--- src/rtl/fpu_issue_ctrl.sv ---
// ============================================================================
//  fpu_issue_ctrl
//  Issue/response sequencer for a fixed-latency single-precision FPU datapath.
//  Revision: 1.0
// ============================================================================
`default_nettype none

module fpu_issue_ctrl #(
  parameter int unsigned ADD_LAT = 3,
  parameter int unsigned MUL_LAT = 4,
  parameter int unsigned DIV_LAT = 8
) (
  input  logic        clk,
  input  logic        reset,
  input  logic        req_valid,
  output logic        req_ready,
  input  logic [1:0]  req_op,
  input  logic [31:0] req_a,
  input  logic [31:0] req_b,
  input  logic [3:0]  req_tag,
  output logic [1:0]  fpu_op,
  output logic [31:0] fpu_a,
  output logic [31:0] fpu_b,
  input  logic [31:0] fpu_result,
  input  logic [31:0] fpu_result2,
  output logic        rsp_valid,
  input  logic        rsp_ready,
  output logic [31:0] rsp_result,
  output logic [31:0] rsp_result2,
  output logic [1:0]  rsp_op,
  output logic [3:0]  rsp_tag,
  output logic        busy
);

  if (ADD_LAT < 1 || ADD_LAT > 15) begin : g_bad_add_lat
    $error("fpu_issue_ctrl: ADD_LAT must be in 1..15");
  end
  if (MUL_LAT < 1 || MUL_LAT > 15) begin : g_bad_mul_lat
    $error("fpu_issue_ctrl: MUL_LAT must be in 1..15");
  end
  if (DIV_LAT < 1 || DIV_LAT > 15) begin : g_bad_div_lat
    $error("fpu_issue_ctrl: DIV_LAT must be in 1..15");
  end

  localparam logic [3:0] c_add_lat = 4'(ADD_LAT);
  localparam logic [3:0] c_mul_lat = 4'(MUL_LAT);
  localparam logic [3:0] c_div_lat = 4'(DIV_LAT);

  typedef enum logic [1:0] {
    IDLE = 2'd0,
    BUSY = 2'd1,
    DONE = 2'd2
  } state_t;

  state_t      state_q;
  logic [3:0]  cnt_q;
  logic [3:0]  tag_q;
  logic [1:0]  fpu_op_q;
  logic [31:0] fpu_a_q;
  logic [31:0] fpu_b_q;
  logic        rsp_valid_q;
  logic [31:0] rsp_result_q;
  logic [31:0] rsp_result2_q;
  logic [1:0]  rsp_op_q;
  logic [3:0]  rsp_tag_q;

  logic [3:0]  w_lat;
  logic        w_accept;

  always_comb begin
    w_lat = c_add_lat;
    unique case (req_op)
      2'b10:   w_lat = c_mul_lat;
      2'b11:   w_lat = c_div_lat;
      default: w_lat = c_add_lat;
    endcase
  end

  // DONE accepts only when the pending response retires on the same edge.
  assign req_ready = (state_q == IDLE) || ((state_q == DONE) && rsp_ready);
  assign w_accept  = req_valid && req_ready;

  always_ff @(posedge clk or posedge reset) begin
    if (reset) begin
      state_q       <= IDLE;
      cnt_q         <= 4'd0;
      tag_q         <= 4'd0;
      fpu_op_q      <= 2'd0;
      fpu_a_q       <= 32'd0;
      fpu_b_q       <= 32'd0;
      rsp_valid_q   <= 1'b0;
      rsp_result_q  <= 32'd0;
      rsp_result2_q <= 32'd0;
      rsp_op_q      <= 2'd0;
      rsp_tag_q     <= 4'd0;
    end else if (w_accept) begin
      state_q     <= BUSY;
      cnt_q       <= w_lat;
      tag_q       <= req_tag;
      fpu_op_q    <= req_op;
      fpu_a_q     <= req_a;
      fpu_b_q     <= req_b;
      rsp_valid_q <= 1'b0;
    end else begin
      unique case (state_q)
        BUSY: begin
          cnt_q <= cnt_q - 4'd1;
          if (cnt_q == 4'd1) begin
            state_q       <= DONE;
            rsp_valid_q   <= 1'b1;
            rsp_result_q  <= fpu_result;
            rsp_result2_q <= (fpu_op_q == 2'b11) ? fpu_result2 : 32'd0;
            rsp_op_q      <= fpu_op_q;
            rsp_tag_q     <= tag_q;
          end
        end
        DONE: begin
          if (rsp_ready) begin
            state_q     <= IDLE;
            rsp_valid_q <= 1'b0;
          end
        end
        default: state_q <= IDLE;
      endcase
    end
  end

  assign fpu_op      = fpu_op_q;
  assign fpu_a       = fpu_a_q;
  assign fpu_b       = fpu_b_q;
  assign rsp_valid   = rsp_valid_q;
  assign rsp_result  = rsp_result_q;
  assign rsp_result2 = rsp_result2_q;
  assign rsp_op      = rsp_op_q;
  assign rsp_tag     = rsp_tag_q;
  assign busy        = (state_q != IDLE);

endmodule

`default_nettype wire

--- config.mk ---
export PLATFORM = sky130hd
export DESIGN_NAME = fpu_issue_ctrl
export DESIGN_NICKNAME = d
export VERILOG_FILES = /design/src/rtl/fpu_issue_ctrl.sv
export SDC_FILE = /design/constraint.sdc
export NUM_CORES = 1
export LEC_CHECK = 0
export BUFFER_PORTS_ARGS = -buffer_cell sky130_fd_sc_hd__buf_2
export CAP_MARGIN = 30
export CORE_ASPECT_RATIO = 1.2
export CORE_MARGIN = 2
export CORE_UTILIZATION = 50
export CTS_CLUSTER_DIAMETER = 40
export DETAILED_ROUTE_END_ITERATION = 7
export HOLD_SLACK_MARGIN = 0.15
export PLACE_DENSITY = 0.94
export SYNTH_ARGS = -nofsm -noshare
export SYNTH_HDL_FRONTEND = slang
export SYNTH_SLANG_ARGS = --single-unit
export TNS_END_PERCENT = 100
--- constraint.sdc ---
create_clock -name clk -period 15.7 [get_ports clk]
set_input_delay 3.925 -clock clk [delete_from_list [all_inputs] [get_ports clk]]
set_output_delay 3.925 -clock clk [all_outputs]
set_load 0.02 [all_outputs]
==> flow_summary_export.csv, run 1 <==
group,metric,value,unit
timing,finalSetupViolCount,0,
synthesis,ys_types,35,
cells_and_area,nNetsFinal,793,
clock_network,path_clk_slew,0.06,ns
placed_design,dp_hpwl,10600,um
timing,hold_violations,0,
synthesis,syn_area,6160,um^2
cells_and_area,drive_above_1_share,67.6,%
routing,post_drt_wl_per_cell,17.7,um
clock_network,ctsHoldBuffers,0,
status,status,"completed",
placed_design,dp_slack,7.22,ns
synthesis,synth_top_area_share,59.8,%
floorplanning,initial_core_util,51.1,%
cells_and_area,fillers,830,
global_route,grt_use_total,22.9,%
setup_path,worstPathArrival,4.57,ns
timing,rsz0062_at_grt,"no",
setup_path,crit_top_cell,"buf_2",
clock_network,ctsLongestPathBuffers,2,
global_route,grt.overflow.total,0,
setup_path,path_max_fanout,5,
routing,vias,4237,
timing,fin_crit_sh,54.1,%
floorplanning,die_h,126,um
global_route,antenna_found_initial,2,
routing,wl,14600,um
synthesis,syn_area_per_cell,16.4,um^2
placed_design,place_congestion,0.885,
setup_path,r2r_end,"rsp_result[22]",
floorplanning,die_w,105,um
clock_network,clkSinkCount,147,
worst_hold_path,hold_path_startpoint,"fpu_b[0]",
floorplanning,rows,44,
synthesis,synth_edf_count,0,
floorplanning,die-area,13200,um^2
setup_path,critPathMaxStageDelay,0.27,ns
clock_network,cts_setup_buffers,0,
power_and_ir_drop,powerDensity,238,nW/um^2
setup_path,r2r_setup_slack,13.23,ns
timing,relSlewSlack,38.7,%
setup_path,end_kind,"output port",
global_route,grtUsageMet1,25.4,%
setup_path,crit_chain,"buf_2, and2b_2, nor2_1, buf_2",
synthesis,ys_seq_elements,147,
setup_path,crit_family,"simple AND/OR/NAND/NOR gates",
synthesis,synth-seq-area-share,59.8,%
timing,fin_skew,0.00833,ns
routing,vias_per_cell,5.12,
global_route,grtUsageMet3,7.40,%
timing,setup_slack,7.21,ns
synthesis,async_flop_share,100,%
routing,ant_nets,0,
synthesis,yosysWarnings,0,
synthesis,synth-main-ff-cell,"dfrtp_1",
cells_and_area,area_growth,33.0,%
routing,drc,0,
timing,fin_crit,8.49,ns
clock_network,postCtsResizedCells,0,
cells_and_area,register_area,3680,um^2
worst_hold_path,min_to,"fpu_b[0]",
synthesis,yosys-top-cells-area,"dfrtp_1 (60%), mux2_4 (17%), mux2_2 (11%), and3_1 (3.3%), mux2_1 (2.0%)",
setup_path,crit_type,"in -> out",
run,maxCapViolations,0,
global_route,grt_max_degree,82,
global_route,gr-usage-met2,39.9,%
timing,drv_slew,0,
routing,dr.first_iter.drc_count,170,
synthesis,netlist_instances,375,
clock_network,insertion_delay,0.42,ns
clock_network,htreeDepth,4,
worst_hold_path,hp-class,"reg -> reg",
setup_path,cp_slowest_cell,"and2b_2",
global_route,top_usage_layer,"met2",
floorplanning,io_pins,277,
setup_path,start_kind,"input port",
timing,fmax,0.118,GHz
synthesis,synth_area_leader_cell,"dfrtp_1",
setup_path,worst-r2r-cell-count,5,
clock_network,cts_tree,"yes",
routing,detail_route.first_pass.iterations,4,
placed_design,port_buffers,276,
global_route,grt_pass1_vias,4671,
clock_network,clockRootBuffer,"clkbuf_16",
clock_network,cts_buffers,17,
power_and_ir_drop,peakVddDrop,0.143,mV
setup_path,reg2reg_from,"cnt_q[0]",
setup_path,crit_buf_inv,2,
worst_hold_path,whs_path_depth,1,
power_and_ir_drop,p_leak,4.44,nW
synthesis,syn_nets,515,
cells_and_area,multiInputGateArea,2270,um^2
setup_path,cp.required,11.77,ns
global_route,grt_pass1_wl,23500,um
floorplanning,coreArea,12100,um^2
timing,worst_pin_slew,0.919,ns
timing,tns,0,ns
## cells by family (layout without fill, tap and decap cells)
kind of cell	count (synthesis)	after routing	share of synthesized area (%)
AOI/OAI and AO/OA	11	11	1.18
xor gates and xnor gates	1	1	0.142
adders and majority gates	2	2	0.406
buffers and inverters	25	316	3.33
DFF	147	147	59.8
muxes	141	141	29.9
other	0	1	0
and+or+nand+nor	48	48	5.26
## cells in the mapped netlist (2+ instances only)
cell / number
and3_1: 32
buf_2: 5
buf_6: 2
buf_8: 8
or3_1: 2
dfrtp_1: 147
nand2b_2: 2
o21ai_0: 3
mux2_4: 68
inv_1: 4
mux2_2: 61
ha_1: 2
clkbuf_1: 6
nor2_1: 2
mux2_1: 11
## cell usage in the layout (no fill, tap or decap), drive strengths merged, types with 2 or more instances in the layout
master,count
dfrtp,147
clkinv,3
or3,2
mux2,140
and3,32
clkbuf,17
nor2,3
nand2b,4
and2b,2
o21ai,4
inv,15
buf,280
ha,2
## power by group
part	internal, W	leakage (nW)	switching [W]	total (W)
sequential	0.000574	1.79	0.000134	0.000708
combinational	0.000396	2.37	0.000452	0.000849
clock	0.000225	0.289	0.000170	0.000396
total	0.00120	4.44	0.000757	0.00195
## metrics by stage
step | std cells | area [um^2] | hold slack (ns) | utilization [%] | total power [W]
global route | 828 | 8190 | 0.509 | 67.9 | 0.00205
global placement | 794 | 7580 | 0.466 | 62.8 | 0.00152
CTS | 826 | 8160 | 0.488 | 67.7 | 0.00197
floorplan | 375 | 6160 | 0.478 | - | 0.00128
detailed placement | 794 | 7580 | 0.474 | 62.8 | 0.00156
finish | 828 | 8190 | 0.482 | 67.9 | 0.00195
## state kept, by name, indices dropped and copies added, names as in the netlist
register,count
fpu_op,2
cnt_q,4
tag_q,4
fpu_a,32
rsp_valid,1
rsp_result,32
rsp_op,2
rsp_result2,32
fpu_b,32
rsp_tag,4
state_q,2
## metal layers
metal / share of wire (%) / routed length, um
met4: 2.7 / 391
met1: 37 / 5490
met5: 0.11 / 16
met2: 53 / 7690
met3: 7.2 / 1050
## final cells by class
type	count	share of cell area, %
diodes	1	0.0306
clock buffers	17	5.19
clock inverters	15	1.93
inverters	4	0.244
multi-input cells	203	27.7
flip-flops and latches	147	44.9
well taps	161	2.46
repair buffers	280	17.5
## worst max-delay path by stage
stage	from	endpoint	slack, ns	cells after the start
floorplan	rsp_ready	req_ready	7.32	2
global placement	rsp_ready	req_ready	7.24	4
detailed placement	rsp_ready	req_ready	7.22	4
CTS	rsp_ready	req_ready	7.21	4
global route	rsp_ready	req_ready	7.17	4
finish	rsp_ready	req_ready	7.21	4
No activity file was read; power rests on OpenSTA's default activity.
==> run 2: changes to the inputs <==
--- a/config.mk
+++ b/config.mk
@@ -9,11 +9,11 @@
 export CAP_MARGIN = 30
 export CORE_ASPECT_RATIO = 1.2
 export CORE_MARGIN = 2
-export CORE_UTILIZATION = 50
+export CORE_UTILIZATION = 47
 export CTS_CLUSTER_DIAMETER = 40
 export DETAILED_ROUTE_END_ITERATION = 7
 export HOLD_SLACK_MARGIN = 0.15
-export PLACE_DENSITY = 0.94
+export PLACE_DENSITY = 0.9
 export SYNTH_ARGS = -nofsm -noshare
 export SYNTH_HDL_FRONTEND = slang
 export SYNTH_SLANG_ARGS = --single-unit
==> constraint.sdc (replaced) <==
create_clock -name clk -period 8.8 [get_ports clk]
set_input_delay 2.2 -clock clk [delete_from_list [all_inputs] [get_ports clk]]
set_output_delay 2.2 -clock clk [all_outputs]
set_load 0.02 [all_outputs]
==> flow_summary_export.csv, run 2 (synthesis gave the netlist of run 1 again) <==
group,metric,value,unit
status,status,"completed",
global_route,grt_use_total,20.7,%
setup_path,r2r_end,"rsp_result[20]",
timing,hold_violations,0,
setup_path,worstPathArrival,2.81,ns
cells_and_area,area_growth,33.9,%
setup_path,critPathMaxStageDelay,0.26,ns
floorplanning,coreArea,12700,um^2
clock_network,htreeDepth,4,
cells_and_area,diodes,0,
setup_path,cp.required,6.60,ns
timing,fmax,0.200,GHz
setup_path,path_max_fanout,5,
worst_hold_path,hp-class,"reg -> reg",
floorplanning,die-area,14000,um^2
setup_path,crit_chain,"buf_2, and2b_2, nor2_1, buf_2",
floorplanning,die_w,108,um
worst_hold_path,hold_path_startpoint,"fpu_b[1]",
routing,post_drt_wl_per_cell,17.5,um
timing,tns,0,ns
routing,detail_route.first_pass.iterations,4,
routing,vias,4171,
floorplanning,initial_core_util,48.4,%
routing,wl,14500,um
global_route,grt_max_degree,70,
cells_and_area,nNetsFinal,793,
placed_design,port_buffers,276,
setup_path,start_kind,"input port",
clock_network,cts_tree,"yes",
clock_network,cts_buffers,17,
clock_network,cts_setup_buffers,0,
clock_network,insertion_delay,0.42,ns
power_and_ir_drop,powerDensity,429,nW/um^2
setup_path,cp_slowest_cell,"and2b_2",
cells_and_area,utilization,64.8,%
timing,rsz0062_at_grt,"no",
clock_network,path_clk_slew,0.06,ns
setup_path,worst-r2r-cell-count,5,
timing,fin_crit,5.01,ns
power_and_ir_drop,peakVddDrop,0.218,mV
timing,drv_slew,0,
worst_hold_path,min_to,"fpu_b[1]",
setup_path,crit_buf_inv,2,
routing,drc,0,
worst_hold_path,whs_path_depth,1,
timing,finalSetupViolCount,0,
clock_network,ctsLongestPathBuffers,2,
setup_path,r2r_setup_slack,6.31,ns
routing,met2_length,7590,um
clock_network,postCtsResizedCells,0,
global_route,grt_pass1_vias,4353,
clock_network,clkSinkCount,147,
global_route,antenna_found_initial,1,
timing,relSlewSlack,39.6,%
routing,topRoutingLayerUsed,"met4",
floorplanning,rows,45,
timing,fin_skew,0.00865,ns
routing,ant_nets,0,
global_route,grt.overflow.total,0,
power_and_ir_drop,p_leak,4.46,nW
routing,route.met3.wl,1150,um
setup_path,crit_top_cell,"buf_2",
setup_path,crit_type,"in -> out",
floorplanning,io_pins,277,
timing,worst_pin_slew,0.905,ns
placed_design,place_congestion,0.875,
cells_and_area,drive_above_1_share,67.3,%
routing,vias_per_cell,5.03,
clock_network,clockRootBuffer,"clkbuf_16",
setup_path,reg2reg_from,"cnt_q[0]",
cells_and_area,final_cell_mix,"buf_2 (276), dfrtp_1 (147), mux2_4 (68)",
global_route,grt_pass1_wl,21900,um
routing,drt-met1-wl,5530,um
setup_path,crit_family,"simple AND/OR/NAND/NOR gates",
placed_design,dp_hpwl,10300,um
floorplanning,die_h,129,um
clock_network,ctsHoldBuffers,0,
setup_path,end_kind,"output port",
timing,fin_crit_sh,56.9,%
cells_and_area,final_common_cell,"buf_2",
run,maxCapViolations,0,
routing,dr.first_iter.drc_count,144,
run 2: how the worst max path moves through the flow:
stage	cells past startpoint	start	to
floorplan	1	reset	cnt_q[0]
global placement	4	rsp_ready	req_ready
detailed placement	4	rsp_ready	req_ready
CTS	4	rsp_ready	req_ready
global route	4	rsp_ready	req_ready
finish	4	rsp_ready	req_ready
run 2: report_power, final:
part	internal, W	switching [W]	total (W)	leakage, nW
clock	0.000492	0.000277	0.000768	0.304
sequential	0.00102	0.000235	0.00126	1.79
combinational	0.000707	0.000801	0.00151	2.37
run 2: per-stage QoR:
step / cells / total power [W] / instance area, um^2 / hold slack (ns) / worst slack (ns)
2_1_floorplan: 375 / 0.00229 / 6160 / 0.478 / 2.65
3_3_place_gp: 797 / 0.00271 / 7580 / 0.465 / 3.79
3_5_place_dp: 798 / 0.00277 / 7610 / 0.469 / 3.80
4_1_cts: 830 / 0.00357 / 8240 / 0.489 / 3.79
5_1_grt: 830 / 0.00372 / 8240 / 0.502 / 3.75
6_report: 830 / 0.00354 / 8240 / 0.486 / 3.79
run 2: final cells by class:
type | count | area (um^2)
Tap cell | 164 | 205
Clock buffer | 21 | 460
Sequential cell | 147 | 3680
Timing Repair Buffer | 280 | 1430
Inverter | 4 | 20.0
Clock inverter | 11 | 175
Multi-Input combinational cell | 203 | 2270
Fill cell | 960 | 4480
run 2: routing by layer:
layer | vias up | track usage [%]
met3 | 23 | 7.39
met4 | 0 | 7.39
li1 | 1892 | -
met2 | 197 | 35.7
met5 | - | 0
met1 | 2059 | 23.7
